**src/rtl/input_conditioner.sv**
```systemverilog
// Per-channel input conditioning: synchroniser chain, stability-count debouncer and
// registered rise/fall pulse generation for raw board switches and pushbuttons.
module input_conditioner #(
    parameter int WIDTH           = 3,
    parameter int SYNC_STAGES     = 2,
    parameter int DEBOUNCE_CYCLES = 4
) (
    input  logic             clk,
    input  logic             rst,
    input  logic [WIDTH-1:0] raw_in,
    output logic [WIDTH-1:0] clean,
    output logic [WIDTH-1:0] rise,
    output logic [WIDTH-1:0] fall
);

    localparam int CNT_W = $clog2(DEBOUNCE_CYCLES) + 1;
    localparam logic [CNT_W-1:0] CNT_MAX = CNT_W'(DEBOUNCE_CYCLES - 1);

    logic [SYNC_STAGES-1:0][WIDTH-1:0] sync_q, sync_d;
    logic [WIDTH-1:0][CNT_W-1:0]       cnt_q, cnt_d;
    logic [WIDTH-1:0]                  clean_q, clean_d;
    logic [WIDTH-1:0]                  rise_q, rise_d;
    logic [WIDTH-1:0]                  fall_q, fall_d;
    logic [WIDTH-1:0]                  s;

    assign s = sync_q[SYNC_STAGES-1];

    always_comb begin
        sync_d[0] = raw_in;
        for (int k = 1; k < SYNC_STAGES; k++) begin
            sync_d[k] = sync_q[k-1];
        end

        cnt_d   = cnt_q;
        clean_d = clean_q;
        rise_d  = '0;
        fall_d  = '0;
        for (int i = 0; i < WIDTH; i++) begin
            // Any sample agreeing with the accepted level restarts the stability count.
            if (s[i] == clean_q[i]) begin
                cnt_d[i] = '0;
            end else if (cnt_q[i] == CNT_MAX) begin
                clean_d[i] = s[i];
                cnt_d[i]   = '0;
                rise_d[i]  = s[i];
                fall_d[i]  = ~s[i];
            end else begin
                cnt_d[i] = cnt_q[i] + 1'b1;
            end
        end
    end

    always_ff @(posedge clk) begin
        if (rst) begin
            sync_q  <= '0;
            cnt_q   <= '0;
            clean_q <= '0;
            rise_q  <= '0;
            fall_q  <= '0;
        end else begin
            sync_q  <= sync_d;
            cnt_q   <= cnt_d;
            clean_q <= clean_d;
            rise_q  <= rise_d;
            fall_q  <= fall_d;
        end
    end

    assign clean = clean_q;
    assign rise  = rise_q;
    assign fall  = fall_q;

endmodule

```
**config.mk**
```make
export PLATFORM = sky130hd
export DESIGN_NAME = input_conditioner
export DESIGN_NICKNAME = d
export VERILOG_FILES = /design/src/rtl/input_conditioner.sv
export SDC_FILE = /design/constraint.sdc
export NUM_CORES = 1
export LEC_CHECK = 0
export ABC_AREA = 1
export CAP_MARGIN = 20
export CORE_UTILIZATION = 49
export DETAILED_ROUTE_END_ITERATION = 12
export PLACE_DENSITY = 0.75
export SETUP_SLACK_MARGIN = 0.5
export SLEW_MARGIN = 0
export SYNTH_ARGS = -nofsm -noshare
export SYNTH_HDL_FRONTEND = slang
export SYNTH_SLANG_ARGS = --single-unit
```
**constraint.sdc**
```tcl
create_clock -name clk -period 1.4 [get_ports clk]
set_clock_uncertainty 0.2 [all_clocks]
set_input_delay 0.14 -clock clk [delete_from_list [all_inputs] [get_ports clk]]
set_output_delay 0.14 -clock clk [all_outputs]
set_load 0.05 [all_outputs]
```
After elaboration in Yosys (flattened, before gate mapping). Index checks and enable logic that the tools add are counted.

Equal/unequal tests: 6. Bitwise logic cells: 9. Add/sub/neg operators: 3. Reduce and logical (&&, ||, !) cells: 9.

Operators with widths (count): 3-bit OR reduction (6); 3-bit by 1-bit adder with 3-bit output, second input constant (3); 3-bit by 2-bit equality test with 1-bit output, second input constant (3); 1-bit NOT (9); 2-bit AND reduction (3); 1-bit equality test (3).

Register bits: 24. Logic and storage cells: 41. Output and inout bits: 9. Bits of input ports: 5.

Depth between registers and ports, before layout.
Depth in word-level cells: 3. Depth in mapped cells: 5. Gate-level depth less buffers: 5.

Worst setup path before layout. OpenSTA, ideal clock, no wires.

Kind: register to register. Start: reg clean_q[0], in the netlist clean[0]. End: reg cnt_q[0] in the netlist's numbering. Setup slack: 0.094 ns. Library setup time: 0.066 ns. Buffers on the path: 0. Clock period less this slack: 1.306 ns. Arrival: 1.040 ns. Cell stages (with the launch flop): 5. Data required time: 1.134 ns. Cell sequence: dfxtp_1 inv_1 nand2_1 nand4_1 nor2_1.

Word-level cells in the longest chain between the ends: 2.

Ends and longest elaborated chain: start: declaration (line 21) `logic [WIDTH-1:0] clean_q, clean_d;`; start signal: assignment (line 63) `clean_q <= clean_d;`; 1-bit equality test (line 40) `if (s[i] == clean_q[i]) begin`; 3-bit OR reduction (no line); end signal: assignment (line 62) `cnt_q <= cnt_d;`; end: declaration (line 20) `logic [WIDTH-1:0][CNT_W-1:0] cnt_q, cnt_d;`.

No other way between the ends. A chain may end at the register's enable or synchronous reset.

Worst setup path in the final report.
Start: reg cnt_q[0] in the netlist's numbering. End: reg cnt_q[0] in the netlist's numbering.

Word-level cells in the longest chain between the ends: 2.

Ends and longest elaborated chain: parallel branches: the longest is 2 deep, another holds 3-bit by 1-bit adder with 3-bit output.

Parallel ways; which one is timed is not known.

==> impl_metrics.env <==
export IMPL_status="complete, no violations"
export IMPL_synth_top_family_by_area="simple AND/OR/NAND/NOR gates"
export IMPL_drc=0
export IMPL_finalSetupViolations=0
export IMPL_routabilityCongestion=0.725
export IMPL_clk_latency_ns=0.31
export IMPL_p_leak_nw=0.487
export IMPL_fin_tns_setup_ns=0
export IMPL_viasPerCell=5.04
export IMPL_synth_cell_types=10
export IMPL_synthXorXnorAreaFrac_pct=0
export IMPL_drt_iter0_markers=12
export IMPL_final_common_cell="inv_1"
export IMPL_rows=14
export IMPL_required_ns=1.45
export IMPL_dr_pass1_iters=4
export IMPL_syn_area_sq_um=807
export IMPL_pre_cts_ws_ns=0.0820
export IMPL_cp_slowest_stage_delay_ns=0.35
export IMPL_cts_tree="done"
export IMPL_synth_compound_area_share_pct=3.72
export IMPL_hold_class="primary input to register"
export IMPL_maxUsedRoutingLayer="met4"
export IMPL_hpwl_microns=970
export IMPL_crit_type="register to register"
export IMPL_vdd_drop_max_uv=710
export IMPL_ys_seq_elements=24
export IMPL_final_hold_viol_count=0
export IMPL_whs_path_depth=3
export IMPL_maxCapViolCount=0
export IMPL_p_per_area_nw_per_um2=972
export IMPL_port_buffers=13
export IMPL_place_area_sq_um=1160
export IMPL_rrSetupSlack_ns=0.16
export IMPL_clkSlewWorstSetupHoldPaths_ns=0.13
export IMPL_end_kind="register"
export IMPL_mostFrequentLayoutCells="inv_1, nor2_1, dfxtp_2"
export IMPL_rsz0062_at_grt="yes"
export IMPL_avgSynthCellArea_sq_um=8.87
export IMPL_yosysWarnings=0
export IMPL_io_pins=14
export IMPL_ys_seq_area_share_pct=59.5
export IMPL_finalCritPeriodShare_pct=88.9
export IMPL_die_area_sq_um=1810
export IMPL_syn_inst=91
export IMPL_start_util_pct=53.0
export IMPL_synthAdderAreaFrac_pct=9.30
export IMPL_htree_levels=1
export IMPL_postCtsHoldBufs=0
export IMPL_synth_simple_area_share_pct=17.2
export IMPL_overflow=0
export IMPL_ctsRootBufferMaster="clkbuf_4"
export IMPL_final_nets=123
export IMPL_crit_path_start_kind="register"
export IMPL_max_slew_margin_pct=88.0
export IMPL_slew_viol_final=0
export IMPL_vias=640
export IMPL_crit_path_top_delay_cell="dfxtp_2"
export IMPL_r2r_cells=5
export IMPL_fin_ws_ns=0.156
export IMPL_clockBufferDepth=2
export IMPL_core_area_sq_um=1520
export IMPL_wl_met1_microns=523
export IMPL_fmax_ghz=0.804
export IMPL_die_h_microns=42.6
export IMPL_track_usage_pct=19.6
export IMPL_dieWidth_microns=42.6
export IMPL_area_growth_pct=56.7
export IMPL_diodes=0
export IMPL_arrival_ns=1.30
export IMPL_wl_microns=1480
export IMPL_grt_pass1_vias=643
export IMPL_synthMuxAreaShare_pct=0
export IMPL_antenna_found_initial=0
export IMPL_design_area_sq_um=1260
export IMPL_numClockSinks=24
export IMPL_wl_met3_microns=42
export IMPL_drt_antenna_violating_nets=0
export IMPL_period_needed_ns=1.24
export IMPL_utilization_pct=83.0
export IMPL_min_to="sync_d[4]"
export IMPL_crit_path_cell_trace="ha_4 -> ha_4 -> inv_4 -> nand4_1 -> nor2_1"
export IMPL_critPathMaxFanout=3
export IMPL_grt_max_degree=15
export IMPL_grt_pass1_wl_microns=2500
export IMPL_reg2reg_to="cnt_q[0]"
export IMPL_worstMarginPinSlew_ns=0.178
export IMPL_worst_path_most_repeated_cell="ha_4"
export IMPL_fillers=77
export IMPL_syn_nets=102
export IMPL_routedWlPerCell_microns=11.6
export IMPL_min_from="raw_in[1]"
export IMPL_drive_gt1_share_pct=43.2
export IMPL_wl_met2_microns=827
export IMPL_numCtsBuffers=3
export IMPL_reg2reg_from="cnt_q[0]"
flip-flops by register name (all words and copies together) (netlist names):
| name | count |
|---|---|
| cnt_q | 9 |
| clean | 3 |
| fall | 3 |
| rise | 3 |
| s | 3 |
| sync_d | 3 |
worst max-delay path, delay by kind of cell (launching register included):
| family | cells | cell delay, ns |
|---|---|---|
| adders and majority gates | 2 | 0.32 |
| buffers and inverters | 1 | 0.05 |
| DFF | 1 | 0.35 |
| and+or+nand+nor | 2 | 0.26 |
cell usage after synthesis:
master / count / area share (%)
dfxtp_1: 24 / 60
inv_2: 1 / 0.46
inv_1: 21 / 9.8
nand4_1: 3 / 2.3
o21ai_0: 3 / 1.9
nor2_1: 15 / 7.0
nor3_1: 6 / 3.7
ha_1: 6 / 9.3
nand2_1: 9 / 4.2
a21oi_1: 3 / 1.9
timing repair:
item                                    CTS  global route
setup buffers                             1             1
resized for setup                         3             7
pin swaps                                 6             3
endpoints found under the setup margin   27            27
routing by layer:
metal  global-route usage (%)  up-vias
li1                         -      319
met1                     17.5      293
met2                     34.8       19
met3                     3.45        9
met4                     20.6        0
met5                        0        -
cells by family after synthesis:
family                     after synthesis
AOI/OAI and AO/OA                        6
adders and majority gates                6
buffers and inverters                   22
DFF                                     24
and+or+nand+nor                         33
how the worst max path moves through the flow:
stage,cells past startpoint,startpoint,to
final,5,cnt_q[0],cnt_q[0]
after global routing,5,cnt_q[3],cnt_q[4]
after CTS,5,cnt_q[0],cnt_q[0]
after detailed placement,4,rst,cnt_q[0]
after global placement,4,rst,cnt_q[6]
after floorplan,5,cnt_q[0],cnt_q[0]
final cells by class:
type | count | area [sq um] | share of cell area (%)
clock inverter | 1 | 30.0 | 2.37
timing repair buffer | 16 | 243 | 19.2
tap | 16 | 20.0 | 1.58
multi-input combinational | 45 | 353 | 27.9
inverter | 22 | 90.1 | 7.12
sequential | 24 | 507 | 40.1
clock buffer | 3 | 22.5 | 1.78
power by group:
part           internal, mW  switching (mW)
clock                 0.290           0.202
combinational        0.0212          0.0212
sequential            0.688         0.00756
total                 0.999           0.231
per-stage QoR:
| step | hold slack (ns) | power (mW) | instances |
|---|---|---|---|
| global route | 0.137 | 1.27 | 127 |
| CTS | 0.127 | 1.24 | 126 |
| detailed placement | 0.196 | 0.750 | 121 |
| global placement | 0.190 | 0.748 | 121 |
| finish | 0.124 | 1.23 | 127 |
| floorplan | 0.0112 | 0.729 | 91 |
Power figures use the tool's default switching activity.
